File: src/rtl/hid_arb_pkg.sv
// hid_arb_pkg: shared state encoding, grant codes and default parameters for the HID report arbiter
package hid_arb_pkg;

    typedef enum logic [1:0] {
        ST_IDLE,
        ST_SEND,
        ST_WAIT_ACK,
        ST_NAK
    } arb_state_t;

    localparam logic [1:0] GRANT_NONE = 2'b00;
    localparam logic [1:0] GRANT_PT   = 2'b01;
    localparam logic [1:0] GRANT_INJ  = 2'b10;

    localparam int DEF_REPORT_W    = 64;
    localparam int DEF_ACK_TIMEOUT = 1024;
    localparam int DEF_MAX_RETRY   = 3;
    localparam int DEF_MAX_STREAK  = 4;

endpackage

File: src/rtl/hid_report_slot.sv
// hid_report_slot: one-entry report holding register; ready is the registered empty flag
module hid_report_slot
    import hid_arb_pkg::*;
#(
    parameter int W = DEF_REPORT_W
) (
    input  logic         clk,
    input  logic         rst,
    input  logic         i_valid,
    input  logic [W-1:0] i_data,
    input  logic         i_free,
    output logic         o_ready,
    output logic [W-1:0] o_data
);

    logic r_full;

    assign o_ready = !r_full;

    // capture when empty, release when the arbiter is finished with the report
    always_ff @(posedge clk) begin
        if (rst) begin
            r_full <= 1'b0;
            o_data <= '0;
        end else if (i_free) begin
            r_full <= 1'b0;
        end else if (i_valid && !r_full) begin
            r_full <= 1'b1;
            o_data <= i_data;
        end
    end

endmodule

File: src/rtl/hid_report_arbiter.sv
// hid_report_arbiter: arbitrates passthrough/injected HID reports onto an interrupt IN endpoint with ACK timeout and retry; STARVE_GUARD_EN adds the passthrough anti-starvation streak limit
module hid_report_arbiter
    import hid_arb_pkg::*;
#(
    parameter int REPORT_W    = DEF_REPORT_W,
    parameter int ACK_TIMEOUT = DEF_ACK_TIMEOUT,
    parameter int MAX_RETRY   = DEF_MAX_RETRY,
    parameter int MAX_STREAK  = DEF_MAX_STREAK
) (
    input  logic                clk,
    input  logic                rst,
    input  logic                pt_valid,
    output logic                pt_ready,
    input  logic [REPORT_W-1:0] pt_data,
    input  logic                inj_valid,
    output logic                inj_ready,
    input  logic [REPORT_W-1:0] inj_data,
    input  logic                in_token,
    output logic                tx_valid,
    output logic                tx_nak,
    output logic [REPORT_W-1:0] tx_data,
    input  logic                tx_done,
    input  logic                host_ack,
    output logic [1:0]          grant_src,
    output logic                drop_pulse,
    output logic                busy
);

    localparam int TW = $clog2(ACK_TIMEOUT + 1);
    localparam int RW = $clog2(MAX_RETRY + 2);

    arb_state_t          r_state, w_state;
    logic                r_sel, w_sel;
    logic                r_lock, w_lock;
    logic [TW-1:0]       r_tmo, w_tmo;
    logic [RW-1:0]       r_retry, w_retry;
    logic                w_drop;
    logic                w_free_pt, w_free_inj;
    logic                w_pt_held, w_inj_held;
    logic                w_pick_inj, w_sel_new;
    logic [REPORT_W-1:0] w_pt_data, w_inj_data;

    hid_report_slot #(.W(REPORT_W)) u_pt_slot (
        .clk     (clk),
        .rst     (rst),
        .i_valid (pt_valid),
        .i_data  (pt_data),
        .i_free  (w_free_pt),
        .o_ready (pt_ready),
        .o_data  (w_pt_data)
    );

    hid_report_slot #(.W(REPORT_W)) u_inj_slot (
        .clk     (clk),
        .rst     (rst),
        .i_valid (inj_valid),
        .i_data  (inj_data),
        .i_free  (w_free_inj),
        .o_ready (inj_ready),
        .o_data  (w_inj_data)
    );

    assign w_pt_held  = !pt_ready;
    assign w_inj_held = !inj_ready;
    // a retained (timed-out) report is always the next one sent
    assign w_sel_new  = r_lock ? r_sel : w_pick_inj;

`ifdef STARVE_GUARD_EN
    localparam int SW = $clog2(MAX_STREAK + 2);
    logic [SW-1:0] r_streak;
    logic          w_grant, w_grant_inj, w_grant_pt;

    assign w_pick_inj  = w_inj_held && !(w_pt_held && r_streak == SW'(MAX_STREAK));
    assign w_grant     = r_state == ST_IDLE && in_token && (w_pt_held || w_inj_held);
    assign w_grant_inj = w_grant && w_sel_new;
    assign w_grant_pt  = w_grant && !w_sel_new;

    // count injector wins while passthrough waits; any passthrough win or empty slot resets it
    always_ff @(posedge clk) begin
        if (rst || !w_pt_held || w_grant_pt)
            r_streak <= '0;
        else if (w_grant_inj && r_streak != SW'(MAX_STREAK))
            r_streak <= r_streak + 1'b1;
    end
`else
    assign w_pick_inj = w_inj_held;
`endif

    // state and transfer bookkeeping registers
    always_ff @(posedge clk) begin
        if (rst) begin
            r_state    <= ST_IDLE;
            r_sel      <= 1'b0;
            r_lock     <= 1'b0;
            r_tmo      <= '0;
            r_retry    <= '0;
            drop_pulse <= 1'b0;
        end else begin
            r_state    <= w_state;
            r_sel      <= w_sel;
            r_lock     <= w_lock;
            r_tmo      <= w_tmo;
            r_retry    <= w_retry;
            drop_pulse <= w_drop;
        end
    end

    // next-state, slot release and endpoint command outputs
    always_comb begin
        w_state    = r_state;
        w_sel      = r_sel;
        w_lock     = r_lock;
        w_tmo      = r_tmo;
        w_retry    = r_retry;
        w_drop     = 1'b0;
        w_free_pt  = 1'b0;
        w_free_inj = 1'b0;
        tx_valid   = r_state == ST_SEND;
        tx_nak     = r_state == ST_NAK;
        tx_data    = tx_valid ? (r_sel ? w_inj_data : w_pt_data) : '0;
        busy       = r_state != ST_IDLE;
        grant_src  = (r_state == ST_SEND || r_state == ST_WAIT_ACK) ? (r_sel ? GRANT_INJ : GRANT_PT) : GRANT_NONE;
        case (r_state)
            ST_IDLE: begin
                if (in_token) begin
                    w_state = (w_pt_held || w_inj_held) ? ST_SEND : ST_NAK;
                    w_sel   = (w_pt_held || w_inj_held) ? w_sel_new : r_sel;
                end
            end
            ST_SEND: begin
                if (tx_done) begin
                    w_state = ST_WAIT_ACK;
                    w_tmo   = '0;
                end
            end
            ST_WAIT_ACK: begin
                w_tmo = r_tmo + 1'b1;
                if (host_ack || r_tmo == TW'(ACK_TIMEOUT - 1)) begin
                    w_state = ST_IDLE;
                    w_lock  = 1'b0;
                    if (host_ack || r_retry == RW'(MAX_RETRY)) begin
                        w_free_pt  = !r_sel;
                        w_free_inj = r_sel;
                        w_retry    = '0;
                        w_drop     = !host_ack;
                    end else begin
                        w_retry = r_retry + 1'b1;
                        w_lock  = 1'b1;
                    end
                end
            end
            ST_NAK: begin
                if (tx_done)
                    w_state = ST_IDLE;
            end
            default: w_state = ST_IDLE;
        endcase
    end

endmodule

File: config.mk
export PLATFORM = sky130hd
export DESIGN_NAME = hid_report_arbiter
export DESIGN_NICKNAME = d
export VERILOG_FILES = /design/src/rtl/hid_arb_pkg.sv /design/src/rtl/hid_report_slot.sv /design/src/rtl/hid_report_arbiter.sv
export SDC_FILE = /design/constraint.sdc
export NUM_CORES = 1
export LEC_CHECK = 0
export ABC_AREA = 1
export ABC_CLOCK_PERIOD_IN_PS = 1700
export BUFFER_PORTS_ARGS = -buffer_cell sky130_fd_sc_hd__buf_2
export CAP_MARGIN = 0
export CORE_ASPECT_RATIO = 1.1
export CORE_UTILIZATION = 48
export DETAILED_ROUTE_END_ITERATION = 6
export GPL_ROUTABILITY_DRIVEN = 0
export PLACE_DENSITY = 0.82
export SKIP_CTS_REPAIR_TIMING = 1
export SLEW_MARGIN = 20
export SYNTH_ARGS = -nofsm -noshare
export SYNTH_HDL_FRONTEND = slang
export SYNTH_HIERARCHICAL = 1
export SYNTH_SLANG_ARGS = --single-unit
File: constraint.sdc
create_clock -name clk -period 1.7 [get_ports clk]
set_clock_uncertainty 0.1 [all_clocks]
set_input_delay 0.34 -clock clk [delete_from_list [all_inputs] [get_ports clk]]
set_output_delay 0.34 -clock clk [all_outputs]
set_load 0.05 [all_outputs]
==> metrics <==
HPWL after DPL=15.9 mm; met2 usage=47.1%; relative slew slack=68.3%; min Tclk post-route=around 2200 ps; ys flop type=dfxtp_1; synth unique cells=30; Synth Area per Inst=~6.5 um2; drt pass-1 iters=7; setup TNS=-77790 ps; drt via density=about 5.9; power density over the cells=around 1100 nW/um2; multiplexer share of the synthesized area=0%; sequential fraction of the synthesis area=a little under two fifths; worst-path maximum fanout=6; # rows=48; Top-Level Pins=between 200 and 250; number of inserted diodes=0; clock sink total=149; cts bufs inserted=17; Final Non-Filler Cells=approximately 1700; Final Max Slew Viols=0; wire per inst=approximately 21 um; largest net degree at the start of global routing=43; # DRC=0; Synth Area in Adders=about 1.3%; first-pass GRT wire length=36.8 mm; met1 usage=32.3%; status=finished, violations left; Most Crowded Layer GR=met2; Port Buffers=206; violated checks=negative setup slack; Final setup viols=212; CTS H-tree lvls=4; Worst Setup Start Kind=register; CP arrival=~2500 ps; initial antenna violation count=0; 1st-iter DRT viols=approximately 920; Reg clk slew, reported paths=approximately 70 ps; Final Cell Area=between 10000 and 15000 um2; Synth Cell Area=7900 um2; worst vdd rail ir drop=approximately 0.87 mV; Remaining Overflow, GRT=0; chip width=between 100 and 150 um; commonest cells in the netlist=nor2_1, nand2_1, inv_1, dfxtp_1, nand3_1; largest family of logic cells by synthesized area=simple AND/OR/NAND/NOR gates; Die Y=137 um; clock tree buffer depth=2; dpl cell area=10700 um2; die area=between 15000 and 20000 um2; worst slack, placed=-320 ps; CP required=1950 ps; core outline area=roughly 16000 um2; XOR/XNOR share of the synthesized area=0%; CP endpoint kind=register; post-synth top area share=37.8%; CTS tree=yes; simple-gate share of the synthesized area=a little under a third; Final Cycle Share=131%; share of cells above drive strength 1=a little over half; number of cells produced by synthesis=between 1000 and 1500; met3 usage=about 4.3%; post-route ant nets=0; Crit Path Category=register to register; fraction of registers with async set/reset=0%; Layout Nets=1626; top-count cell post-synth=nor2_1; gr usage total=between 20% and 30%; leakage=between 6 and 7 nW; worst hold path class=primary input to register; Vias=about 10000; EDFF count, synth=0; syn nets=roughly 1400; RSZ-0062 raised after global routing=true; Starting Density=just under 50%; Area growth syn-to-layout=76.4%; leading post-synthesis cells by cell area=dfxtp_1, nor2_1, nand3_1; post-synthesis register bit count=around 150; worst-margin pin slew=about 470 ps; Synth Area in Compound Gates=14.5%; clock root buffer=clkbuf_16; Setup WS post-layout=-531 ps; largest area contributor in the netlist=dfxtp_1; vias in the first global route=7816; WL final=35.0 mm; dpl cells=roughly 1600; final hold vios=0; Clock Latency Late Sink=420 ps; Fmax=448 MHz; Yosys warnings=6; number of max-cap violations=0
## power by group
| group | internal [W] | switching (W) |
|---|---|---|
| logic | 0.00323 | 0.00459 |
| clock network | 0.00245 | 0.00154 |
| registers | 0.00382 | 0.000333 |
## path summary, 6_finish.rpt
| path | from | slack [ps] | cells past startpoint | endpoint |
|---|---|---|---|---|
| max | r_tmo[8] | -530 | 13 | u_inj_slot/o_data[13] |
| min | pt_data[53] | 130 | 5 | u_pt_slot/o_data[53] |
| max reg2reg | r_tmo[8] | -530 | 13 | u_inj_slot/o_data[13] |
| min reg2reg | r_lock | 370 | 2 | r_lock |
## metal layers
metal  up-vias  share of wire, %
li1       4375                 -
met1      4706                35
met2       717                51
met3       212               7.9
met4         0               6.5
met5         -                 0
## registers in the layout (all words and copies together), names as in the netlist
name	flops
r_lock	1
u_inj_slot/o_data	64
r_retry	3
u_pt_slot/o_data	64
u_pt_slot/r_full	1
r_sel	1
drop_pulse	1
r_tmo	11
u_inj_slot/r_full	1
r_state	2
## kinds of logic (layout without fill, tap and decap cells)
kind of cell / count (synthesis) / count (layout)
buf+inv: 252 / 530
compound gates: 217 / 217
simple gates: 591 / 591
fa+ha+maj: 8 / 8
flops: 149 / 149
## critical path: stages (launching register included)
cell and delay, ps:
dfxtp_1 340, nand2_1 100, nor2_1 170, nand3_1 150, nand2_2 120, nand2_4 80
nor3_4 250, nor2_4 100, buf_12 130, clkbuf_16 160, clkbuf_16 170, nand3_2 50
nand2_1 60, nor2_1 170
## per-stage QoR
| stage | hold WS (ps) | total power [W] | util (%) |
|---|---|---|---|
| 2_1_floorplan | 317 | 0.00835 | - |
| 3_3_place_gp | 348 | 0.00942 | 67.4 |
| 3_5_place_dp | 359 | 0.00954 | 67.4 |
| 4_1_cts | 119 | 0.0134 | 71.2 |
| 5_1_grt | 134 | 0.0164 | 87.5 |
| 6_report | 126 | 0.0160 | 87.5 |
## layout make-up
class | count | area, um2
inverter | 161 | 613
clock inverter | 9 | 125
multi-input combinational | 816 | 5860
fill | 678 | 1980
clock buffer | 22 | 484
timing repair buffer | 338 | 3600
sequential | 149 | 3000
tap | 200 | 250
## cell usage in the layout (no fill, tap or decap), types with 23 or more instances in the layout
| master | n |
|---|---|
| buf_6 | 56 |
| inv_1 | 151 |
| buf_12 | 29 |
| nand2_1 | 136 |
| dfxtp_1 | 142 |
| buf_2 | 135 |
| nor2_4 | 68 |
| a21oi_2 | 116 |
| nand3_1 | 42 |
| buf_8 | 44 |
| nand3_2 | 94 |
| clkbuf_16 | 42 |
| nor2_1 | 202 |
| o21ai_2 | 32 |
| o21ai_4 | 23 |
| buf_4 | 46 |
Note: power is estimated with default switching activity, not from simulation.
